### src/rtl/clock_core.sv
// clock_core: running HH:MM:SS time-of-day counter in BCD.
// A prescaler divides clk down to a one-second tick; the time advances
// digit by digit with BCD carries and a 23:59:59 -> 00:00:00 wrap.
// A level-sensitive load port presets hours and minutes (seconds -> 00)
// and flags invalid digit sets through a sticky load_err.
// Optional alarm comparator: define CLOCK_CORE_ALARM_EN to add it.
module clock_core #(
  parameter int TICKS_PER_SEC = 32768,
  parameter int PRESC_W       = 15
) (
  input  logic       clk,
  input  logic       rst,
  input  logic       load_en,
  input  logic [1:0] i_hours_left,
  input  logic [3:0] i_hours_right,
  input  logic [2:0] i_minutes_left,
  input  logic [3:0] i_minutes_right,
`ifdef CLOCK_CORE_ALARM_EN
  input  logic [1:0] alarm_hours_left,
  input  logic [3:0] alarm_hours_right,
  input  logic [2:0] alarm_minutes_left,
  input  logic [3:0] alarm_minutes_right,
  input  logic       alarm_arm,
  input  logic       alarm_ack,
  output logic       alarm_out,
`endif
  output logic [1:0] o_hours_left,
  output logic [3:0] o_hours_right,
  output logic [2:0] o_minutes_left,
  output logic [3:0] o_minutes_right,
  output logic [2:0] o_seconds_left,
  output logic [3:0] o_seconds_right,
  output logic       sec_pulse,
  output logic       min_pulse,
  output logic       load_err
);

  // Terminal count of the prescaler, sized to the counter.
  localparam logic [PRESC_W-1:0] PRESC_MAX = PRESC_W'(TICKS_PER_SEC - 1);

  // State registers
  logic [PRESC_W-1:0] presc_q,  presc_d;
  logic [1:0]         hr_l_q,   hr_l_d;
  logic [3:0]         hr_r_q,   hr_r_d;
  logic [2:0]         min_l_q,  min_l_d;
  logic [3:0]         min_r_q,  min_r_d;
  logic [2:0]         sec_l_q,  sec_l_d;
  logic [3:0]         sec_r_q,  sec_r_d;
  logic               sec_pulse_q, sec_pulse_d;
  logic               min_pulse_q, min_pulse_d;
  logic               load_err_q,  load_err_d;

  // Time one second after the current time
  logic [1:0] hr_l_adv;
  logic [3:0] hr_r_adv;
  logic [2:0] min_l_adv;
  logic [3:0] min_r_adv;
  logic [2:0] sec_l_adv;
  logic [3:0] sec_r_adv;

  logic tick;
  logic min_wrap;
  logic load_valid;

  // A tick only counts when no load is in progress; a coincident load wins.
  assign tick     = !load_en && (presc_q == PRESC_MAX);
  // Seconds are at 59, so the next advance rolls over into the minutes.
  assign min_wrap = (sec_r_q == 4'd9) && (sec_l_q == 3'd5);

  // Validate the incoming digits as a legal 24-hour HH:MM.
  always_comb begin
    load_valid = 1'b1;
    if (i_hours_left > 2'd2)                              load_valid = 1'b0;
    if (i_hours_right > 4'd9)                             load_valid = 1'b0;
    if ((i_hours_left == 2'd2) && (i_hours_right > 4'd3)) load_valid = 1'b0;
    if (i_minutes_left > 3'd5)                            load_valid = 1'b0;
    if (i_minutes_right > 4'd9)                           load_valid = 1'b0;
  end

  // BCD ripple of one second through all six digits.
  always_comb begin
    sec_r_adv = sec_r_q;
    sec_l_adv = sec_l_q;
    min_r_adv = min_r_q;
    min_l_adv = min_l_q;
    hr_r_adv  = hr_r_q;
    hr_l_adv  = hr_l_q;
    if (sec_r_q == 4'd9) begin
      sec_r_adv = 4'd0;
      if (sec_l_q == 3'd5) begin
        sec_l_adv = 3'd0;
        if (min_r_q == 4'd9) begin
          min_r_adv = 4'd0;
          if (min_l_q == 3'd5) begin
            min_l_adv = 3'd0;
            if ((hr_l_q == 2'd2) && (hr_r_q == 4'd3)) begin
              // 23 -> 00
              hr_l_adv = 2'd0;
              hr_r_adv = 4'd0;
            end else if (hr_r_q == 4'd9) begin
              // 09 -> 10, 19 -> 20
              hr_r_adv = 4'd0;
              hr_l_adv = hr_l_q + 2'd1;
            end else begin
              hr_r_adv = hr_r_q + 4'd1;
            end
          end else begin
            min_l_adv = min_l_q + 3'd1;
          end
        end else begin
          min_r_adv = min_r_q + 4'd1;
        end
      end else begin
        sec_l_adv = sec_l_q + 3'd1;
      end
    end else begin
      sec_r_adv = sec_r_q + 4'd1;
    end
  end

  // Next-state selection: load, tick or plain prescaler count.
  always_comb begin
    presc_d     = presc_q;
    hr_l_d      = hr_l_q;
    hr_r_d      = hr_r_q;
    min_l_d     = min_l_q;
    min_r_d     = min_r_q;
    sec_l_d     = sec_l_q;
    sec_r_d     = sec_r_q;
    sec_pulse_d = 1'b0;
    min_pulse_d = 1'b0;
    load_err_d  = load_err_q;
    if (load_en) begin
      // Holding load keeps the prescaler at 0, so the loaded time gets a
      // full first second once load_en drops.
      presc_d = '0;
      if (load_valid) begin
        hr_l_d     = i_hours_left;
        hr_r_d     = i_hours_right;
        min_l_d    = i_minutes_left;
        min_r_d    = i_minutes_right;
        sec_l_d    = 3'd0;
        sec_r_d    = 4'd0;
        load_err_d = 1'b0;
      end else begin
        // Invalid digits never reach the time registers.
        load_err_d = 1'b1;
      end
    end else if (tick) begin
      presc_d     = '0;
      hr_l_d      = hr_l_adv;
      hr_r_d      = hr_r_adv;
      min_l_d     = min_l_adv;
      min_r_d     = min_r_adv;
      sec_l_d     = sec_l_adv;
      sec_r_d     = sec_r_adv;
      sec_pulse_d = 1'b1;
      min_pulse_d = min_wrap;
    end else begin
      presc_d = presc_q + PRESC_W'(1);
    end
  end

  // Register all state; asynchronous active-low clear.
  always_ff @(posedge clk or negedge rst) begin
    if (!rst) begin
      presc_q     <= '0;
      hr_l_q      <= 2'd0;
      hr_r_q      <= 4'd0;
      min_l_q     <= 3'd0;
      min_r_q     <= 4'd0;
      sec_l_q     <= 3'd0;
      sec_r_q     <= 4'd0;
      sec_pulse_q <= 1'b0;
      min_pulse_q <= 1'b0;
      load_err_q  <= 1'b0;
    end else begin
      presc_q     <= presc_d;
      hr_l_q      <= hr_l_d;
      hr_r_q      <= hr_r_d;
      min_l_q     <= min_l_d;
      min_r_q     <= min_r_d;
      sec_l_q     <= sec_l_d;
      sec_r_q     <= sec_r_d;
      sec_pulse_q <= sec_pulse_d;
      min_pulse_q <= min_pulse_d;
      load_err_q  <= load_err_d;
    end
  end

`ifdef CLOCK_CORE_ALARM_EN
  logic alarm_q, alarm_d;
  logic alarm_match;

  // The alarm fires on the minute rollover that lands on the alarm HH:MM;
  // seconds are 00 by construction at that moment.
  assign alarm_match = (hr_l_adv  == alarm_hours_left)   &&
                       (hr_r_adv  == alarm_hours_right)  &&
                       (min_l_adv == alarm_minutes_left) &&
                       (min_r_adv == alarm_minutes_right);

  // Acknowledge or disarm beats a coincident set; loads never set it
  // because tick is suppressed while load_en is high.
  always_comb begin
    alarm_d = alarm_q;
    if (alarm_ack || !alarm_arm) begin
      alarm_d = 1'b0;
    end else if (tick && min_wrap && alarm_match) begin
      alarm_d = 1'b1;
    end
  end

  // Alarm flag register.
  always_ff @(posedge clk or negedge rst) begin
    if (!rst) begin
      alarm_q <= 1'b0;
    end else begin
      alarm_q <= alarm_d;
    end
  end

  assign alarm_out = alarm_q;
`endif

  assign o_hours_left    = hr_l_q;
  assign o_hours_right   = hr_r_q;
  assign o_minutes_left  = min_l_q;
  assign o_minutes_right = min_r_q;
  assign o_seconds_left  = sec_l_q;
  assign o_seconds_right = sec_r_q;
  assign sec_pulse       = sec_pulse_q;
  assign min_pulse       = min_pulse_q;
  assign load_err        = load_err_q;

endmodule

### config.mk
export PLATFORM = sky130hd
export DESIGN_NAME = clock_core
export DESIGN_NICKNAME = d
export VERILOG_FILES = /design/src/rtl/clock_core.sv
export SDC_FILE = /design/constraint.sdc
export NUM_CORES = 1
export LEC_CHECK = 0
export BUFFER_PORTS_ARGS = -buffer_cell sky130_fd_sc_hd__buf_2
export CORE_ASPECT_RATIO = 1.4
export CORE_MARGIN = 2
export CORE_UTILIZATION = 52
export CTS_BUF_LIST = sky130_fd_sc_hd__clkbuf_8
export CTS_CLUSTER_DIAMETER = 80
export DETAILED_ROUTE_END_ITERATION = 12
export PLACE_DENSITY = 0.78
export SYNTH_ARGS = -nofsm -noshare
export SYNTH_HDL_FRONTEND = slang
export SYNTH_SLANG_ARGS = --single-unit
### constraint.sdc
create_clock -name clk -period 1.85 [get_ports clk]
set_input_delay 0.2775 -clock clk [delete_from_list [all_inputs] [get_ports clk]]
set_output_delay 0.2775 -clock clk [all_outputs]
set_load 0.005 [all_outputs]
* Word-level counts from Yosys, hierarchy flattened *
Cells that the tools add are included.
W data, S select, Z words.

operators by class
  add/subtract/negate cells = 7
  magnitude comparators = 5
  equal/unequal tests = 10
  multiplexer cells = 52
  reductions and logical operators = 17

operators with widths
  operator                 count
  $mux W4                  19
  $mux W3                  12
  $mux W15                 2
  $mux W2                  9
  $add A15 B1 Y15 const B  1
  $eq A15 B15 Y1 const B   1
  $add A4 B1 Y4 const B    3
  $eq A4 B4 Y1 const B     3
  $mux W1                  10
  $reduce_bool A2 Y1       5
  $gt A4 B4 Y1 const B     2
  $reduce_and A7 Y1        1
  $add A3 B1 Y3 const B    2
  $eq A3 B3 Y1 const B     2
  $reduce_and A6 Y1        1
  $reduce_and A5 Y1        1
  $eq A2 B2 Y1 const B     2
  $eq A4 B2 Y1 const B     1
  $gt A4 B2 Y1 const B     1
  $logic_and A1 B1 Y1      4
  $reduce_and A4 Y1        1
  $gt A3 B3 Y1 const B     1
  $reduce_and A3 Y1        1
  $reduce_bool A3 Y1       1
  other kinds (5)          5

storage, ports and cells
  register bits after elaboration = 38
  word-level logic and storage cells = 101

* Logic depth before layout (Yosys ltp) *
Gate-level depths: netlist of run 1.

  depth in word-level cells = 9
  depth in mapped cells = 8
  mapped depth without buffers = 7

* Worst setup path after synthesis of run 1 *
Ideal clock, no wire load.

  path type = flip-flop to flip-flop
  from = reg sec_r_q[1] (netlist: o_seconds_right[1])
  to = reg hr_r_q[0] (netlist: o_hours_right[0])
  library setup time = 125 ps
  arrival time = 1899 ps
  required time = 1725 ps
  path slack = -174 ps
  cell stages (with the launch flop) = 8
  clock period less this slack = 2024 ps
  path through = dfrtp_1 -> inv_1 -> ha_1 -> and3b_1 -> and4_1 -> nand4_1 -> a21oi_4 -> mux2_2

on the way
  word-level cells in the longest chain between the ends = 3

RTL lines
  element                       line  RTL
  start, declared               48    logic [3:0] sec_r_q, sec_r_d;
  start signal, assigned        184   sec_r_q <= sec_r_d;
  $eq A4 B4 Y1                  88    if (sec_r_q == 4'd9) begin
  $reduce_bool A2 Y1 (no line)  -
  $reduce_and A6 Y1 (no line)   -
  end signal, assigned          180   hr_r_q <= hr_r_d;
  end, declared                 44    logic [3:0] hr_r_q, hr_r_d;

Every way passes these cells.
A chain may end at the register's enable or synchronous reset.

* Final worst setup path of run 1 *
Same ends and word-level chain as after synthesis.

==> metrics.yaml, run 1 <==
outcome: "completed"
drc: 0
synth.distinct_cells: 59
clk_pin_slew_ps: 80
yosys-top-cells-area: "dfrtp_1, nor2_1, nand2_1"
power_w: 0.00264
worstSetupPathType: "reg -> reg"
synth-seq-cells: 38
r2r_start: "o_seconds_right[1]"
final_antenna_net_count: 0
cellLeakagePower_nw: 1.42
critPathTopFamily: "simple AND/OR/NAND/NOR gates"
cts_root_buf: "clkbuf_8"
clockBufferDepth: 2
fin_crit_sh: 0.997
worstHoldPathType: "in -> async"
synth_warnings: 0
final_common_cell: "buf_4"
synth_nets: 248
slew_violations: 0
num_io_pins: 39
setup_violations: 0
cp-start-kind: "flip-flop"
max_slew_margin: 0.676
reg2reg_depth: 8
hold_ws_ps: 20.3
synth-seq-area-share: 0.425
fmax_mhz: 542
cts.htree.levels: 2
crit_fanout: 4
final_cell_mix: "buf_4, buf_2, dfrtp_1"
crit_path_max_incr_delay_ps: 380
netSwitchingPower_w: 0.000885
grt_antenna_before_repair: 0
p_int_w: 0.00176
clk_latency_ps: 290
fp.dieW_um: 59.4
gp_congestion: 0.825
worstMarginPinSlew_ps: 485
power_density_nw_per_um2: 905
cts_made_buffers: 5
synth-edff-count: 0
required_ps: 2020
synth_top_area_share: 0.425
post-route-min-period_ps: 1840
dp_hpwl_um: 3860
dr.pass1.iters: 4
overflow: 0
wl_per_cell_um: 14.7
synth_cells: 227
grt.total_usage: 0.227
dieArea_um2: 4850
ir_drop_mv: 0.609
io_buffers: 38
via_per_inst: 5.69
areaGrowthSynthToFinish_pct: 30.6
worst-path-stages: 8
yosys_most_used_dff: "dfrtp_1"
first_iter_violations: 57
power.share.switching: 0.335
crit_chain: "inv_1 -> ha_2 -> and3b_2 -> and4_4 -> nand4_1 -> buf_6 -> a21oi_4 -> mux2_4"
synth_area_per_cell_um2: 9.85
power.share.combinational: 0.344
cts_sinks: 38
async_flop_share: 1.00
cp_num_buf_inv: 2
cts_tree: "done"
die_h_um: 81.6
totalWireLength_um: 5200
start_util: 0.536
end_kind: "flip-flop"
grt_pass1_wl_um: 8510
hold_viol: 0
nets: 329
cp.arrival_ps: 2020
skew_ps: 7.67
rsz0062_at_grt: "true"
yosysTopAreaCell: "dfrtp_1"
drive_above_1_share: 0.366
synth_area_um2: 2240
setup_tns_ps: 0
std_cell_rows: 28
core_area_um2: 4170
via_count: 2016
critPathSlowestCell: "dfrtp_1"
seqPwrFrac: 0.434
n_fill_cell: 315
clock_power_share: 0.223
grt_max_degree: 39
diodes: 0
cap_violations: 0
crit_path_start: "o_seconds_right[1]"
grt_pass1_vias: 1970
[repair_timing]
action,4_1_cts,5_1_grt
cloned,0,0
setup buffers,3,3
gates resized for setup,1,6
hold endpoints to repair,0,0
endpoints found under the setup margin,6,12
hold buffers,0,0
pin swaps,2,3
[worst register-to-register path: stages (launching register included)]
cell and delay [ps]:
dfrtp_1 380, inv_1 60, ha_2 160, and3b_2 190, and4_4 230, nand4_1 100, buf_6 160, a21oi_4 140
mux2_4 310
[power by group through the flow]
stage | clock network, W | logic [W] | registers, W
floorplan | 0 | 0.000420 | 0.00120
global placement | 0 | 0.000883 | 0.00116
detailed placement | 0 | 0.000897 | 0.00116
CTS | 0.000601 | 0.000906 | 0.00115
global route | 0.000628 | 0.00101 | 0.00118
finish | 0.000589 | 0.000908 | 0.00115
[routing by layer]
layer / part of all wire / GRT usage
met3: 0.028 / 0.0409
met4: 0.013 / 0.0682
met2: 0.53 / 0.405
met5: 0 / 0
met1: 0.43 / 0.273
[layout make-up]
class,count,area [µm²],area share
Sequential cell,38,952,0.326
Clock buffer,6,82.6,0.0283
Tap cell,45,56.3,0.0193
Inverter,11,41.3,0.0141
Clock inverter,2,8.76,0.00300
Timing Repair Buffer,80,513,0.176
Multi-Input combinational cell,172,1260,0.433
[through the flow]
step | setup WS [ps] | util | instances | instance area [µm²]
5_1_grt | -64.1 | 0.700 | 354 | 2920
3_5_place_dp | -49.7 | 0.661 | 340 | 2760
6_report | 5.94 | 0.700 | 354 | 2920
3_3_place_gp | 13.0 | 0.661 | 340 | 2760
4_1_cts | 5.41 | 0.689 | 351 | 2870
2_1_floorplan | -77.4 | - | 227 | 2270
[cells in the mapped netlist, drive strengths merged, types with 3 or more instances]
cell / count
xor2: 7
nand3: 14
and3: 3
xnor2: 4
inv: 11
or3: 3
o31ai: 4
nor3b: 4
nand2: 24
and2: 3
mux2: 4
nor2: 25
dfrtp: 38
o21ai: 9
o2bb2ai: 3
a211o: 3
ha: 5
nand4: 7
a22oi: 3
o211ai: 5
a21oi: 8
buf: 4
mux2i: 3
[sequential cells by signal, summed over array words and instances (netlist names)]
name,flops
o_hours_right,4
o_seconds_right,4
min_pulse,1
o_hours_left,2
o_minutes_left,3
load_err,1
o_seconds_left,3
o_minutes_right,4
presc_q,15
sec_pulse,1
[cell families after synthesis]
family	Yosys count	synth area share
xor+xnor	11	0.0431
simple gates	97	0.257
flops	38	0.425
buf+inv	17	0.0302
compound gates	52	0.180
mux	7	0.0369
fa+ha+maj	5	0.0280
[path summary, 6_finish.rpt]
check                                     end  slack (ps)
max in group asynchronous         presc_q[11]        1450
min in group clk           o_minutes_right[0]         280
min reg2reg                          load_err         490
min                         o_seconds_left[1]          20
max                          o_hours_right[0]           6
max reg2reg                  o_hours_right[0]           6
No activity file was read; power rests on OpenSTA's default activity.
==> inputs of run 2 (changes only) <==
CORE_UTILIZATION = 50   (was 52)
CTS_BUF_LIST = sky130_fd_sc_hd__clkbuf_16   (was sky130_fd_sc_hd__clkbuf_8)
PLACE_DENSITY = 0.75   (was 0.78)
==> run 2 against run 1 <==
Compared with the run above: the flow now finishes with violations (negative setup slack); sequential share of layout area decreased by 0.85 points; cell area increased by 2.5%; setup slack got worse by 62 ps; largest power group unchanged; clock skew decreased by 2.3 ps; fmax decreased by 3.2%; clock power increased by 37%; highest routed layer unchanged.
==> metrics.yaml, run 2 (same netlist as run 1, synthesis figures left out) <==
outcome: "complete, but fails checks"
violations: "negative setup slack"
cts_made_buffers: 5  # unchanged
rsz0062_at_grt: "true"
fin_crit_sh: 1.03  # +0.0334
final_antenna_net_count: 0  # unchanged
r2r_start: "o_seconds_right[1]"
ir_drop_mv: 0.549  # -9.9%
worstHoldPathType: "in -> async"
grt_pass1_vias: 2036  # +3.4%
std_cell_rows: 28  # unchanged
cts_sinks: 38  # unchanged
clk_latency_ps: 280  # about the same
required_ps: 2010  # about the same
fp.dieW_um: 60.5  # +1.8%
setup_ws_ps: -55.8  # -61.8 ps
cp.arrival_ps: 2070  # +50 ps
grt_pass1_wl_um: 9270  # +8.8%
r2r_slack_ps: -60  # -60 ps
cp-start-kind: "flip-flop"
diodes: 0  # unchanged
skew_ps: 5.40  # -2.27 ps
wl_per_cell_um: 14.8  # +0.77%
reg2reg_to: "o_hours_right[0]"
first_iter_violations: 75  # +32%
drive_above_1_share: 0.358  # -0.00739
grt_antenna_before_repair: 0  # unchanged
via_count: 1994  # -1.1%
end_kind: "flip-flop"
overflow: 0  # unchanged
slew_violations: 0  # unchanged
drc: 0  # unchanged
hold_viol: 0  # unchanged
reg2reg_depth: 8  # unchanged
areaGrowthSynthToFinish_pct: 33.9
via_per_inst: 5.43  # -4.6%
grt.total_usage: 0.239  # +0.0119
setup_violations: 3  # +3
cts_root_buf: "clkbuf_16"
totalWireLength_um: 5430  # +4.5%
die_h_um: 83.1  # +1.9%
max_slew_margin: 0.679  # +0.00292
fmax_mhz: 525  # -3.2%
worstSetupPathType: "reg -> reg"
cap_violations: 0  # unchanged
clk_pin_slew_ps: 60  # -20 ps
dr.pass1.iters: 4  # unchanged
largest_reg_flops: 15  # unchanged
core_area_um2: 4270  # +2.5%
final_cell_count_no_fill: 367  # +3.7%
largest-register: "presc_q"
dp_hpwl_um: 3820  # -1.0%
final_cell_mix: "buf_2, dfrtp_1, buf_4"
cts.htree.levels: 2  # unchanged
ctsHoldBuffers: 0  # unchanged
setup_tns_ps: -83.2  # -83.2 ps
nets: 327  # -0.61%
utilization: 0.700  # about the same
grt_max_degree: 39  # unchanged
num_io_pins: 39  # unchanged
cts_tree: "done"
start_util: 0.523  # -0.0132
crit_fanout: 4  # unchanged
post-route-min-period_ps: 1910  # +61.8 ps
gp_congestion: 0.834  # +1.1%
worstMarginPinSlew_ps: 481  # -4.37 ps
cellLeakagePower_nw: 1.43  # +0.80%
placed_cells: 352  # +3.5%
n_fill_cell: 338  # +7.3%
clockBufferDepth: 2  # unchanged
io_buffers: 38  # unchanged
power_density_nw_per_um2: 957  # +5.7%
dieArea_um2: 5030  # +3.8%
==> run 2: cell type report <==
cell class / count / area, µm² / area share
timing repair buffer: 78 / 514 / 0.172
multi-input combinational: 172 / 1270 / 0.426
sequential: 38 / 951 / 0.318
clock buffer: 5 / 125 / 0.0418
tap: 60 / 75.1 / 0.0251
clock inverter: 3 / 12.5 / 0.00418
inverter: 11 / 41.3 / 0.0138
==> run 2: how the worst max path moves through the flow <==
stage                         end  cells past startpoint                from  slack (ps)
4_1_cts        o_minutes_right[1]                      5         presc_q[14]           3
3_3_place_gp     o_hours_right[0]                      7  o_seconds_right[1]          20
5_1_grt          o_hours_right[0]                      8  o_seconds_right[1]        -130
3_5_place_dp     o_hours_right[3]                      7  o_seconds_right[1]         -50
2_1_floorplan    o_hours_right[0]                      7  o_seconds_right[1]         -80
6_report         o_hours_right[0]                      8  o_seconds_right[1]         -60
==> run 2: what timing repair did <==
action / CTS / global route
setup endpoints to repair: 4 / 14
pin swaps: 0 / 5
gates resized for setup: 1 / 8
setup buffers: 1 / 6
==> run 2: routing by layer <==
layer | part of all wire | wire [µm] | GRT usage | vias up
met5 | 0 | 0 | 0 | -
met1 | 0.43 | 2310 | 0.291 | 953
met3 | 0.032 | 175 | 0.0561 | 8
met2 | 0.53 | 2870 | 0.410 | 44
met4 | 0.013 | 71 | 0.0692 | 0
li1 | - | - | - | 989
==> run 2: metrics by stage <==
step	total power [W]	instance area [µm²]	setup slack, ps	hold slack, ps
2_1_floorplan	0.00162	2270	-77.4	-18.1
6_report	0.00286	2990	-55.8	45.2
3_3_place_gp	0.00203	2770	22.0	363
3_5_place_dp	0.00206	2770	-46.3	361
4_1_cts	0.00287	2920	3.28	71.6
5_1_grt	0.00303	2990	-131	108
==> run 2: report_power, final <==
part | total (W) | leakage, nW | switching, W | internal [W]
clock network | 0.000808 | 0.0724 | 0.000321 | 0.000487
logic | 0.000904 | 0.871 | 0.000432 | 0.000472
registers | 0.00115 | 0.485 | 0.000168 | 0.000983
==> run 2: worst max-delay path: stages (launching register included) <==
cell	delay (ps)
dfrtp_1	390
inv_1	80
ha_2	170
and3b_2	210
and4_4	230
nand4_1	90
buf_6	160
a21oi_4	160
mux2_4	310
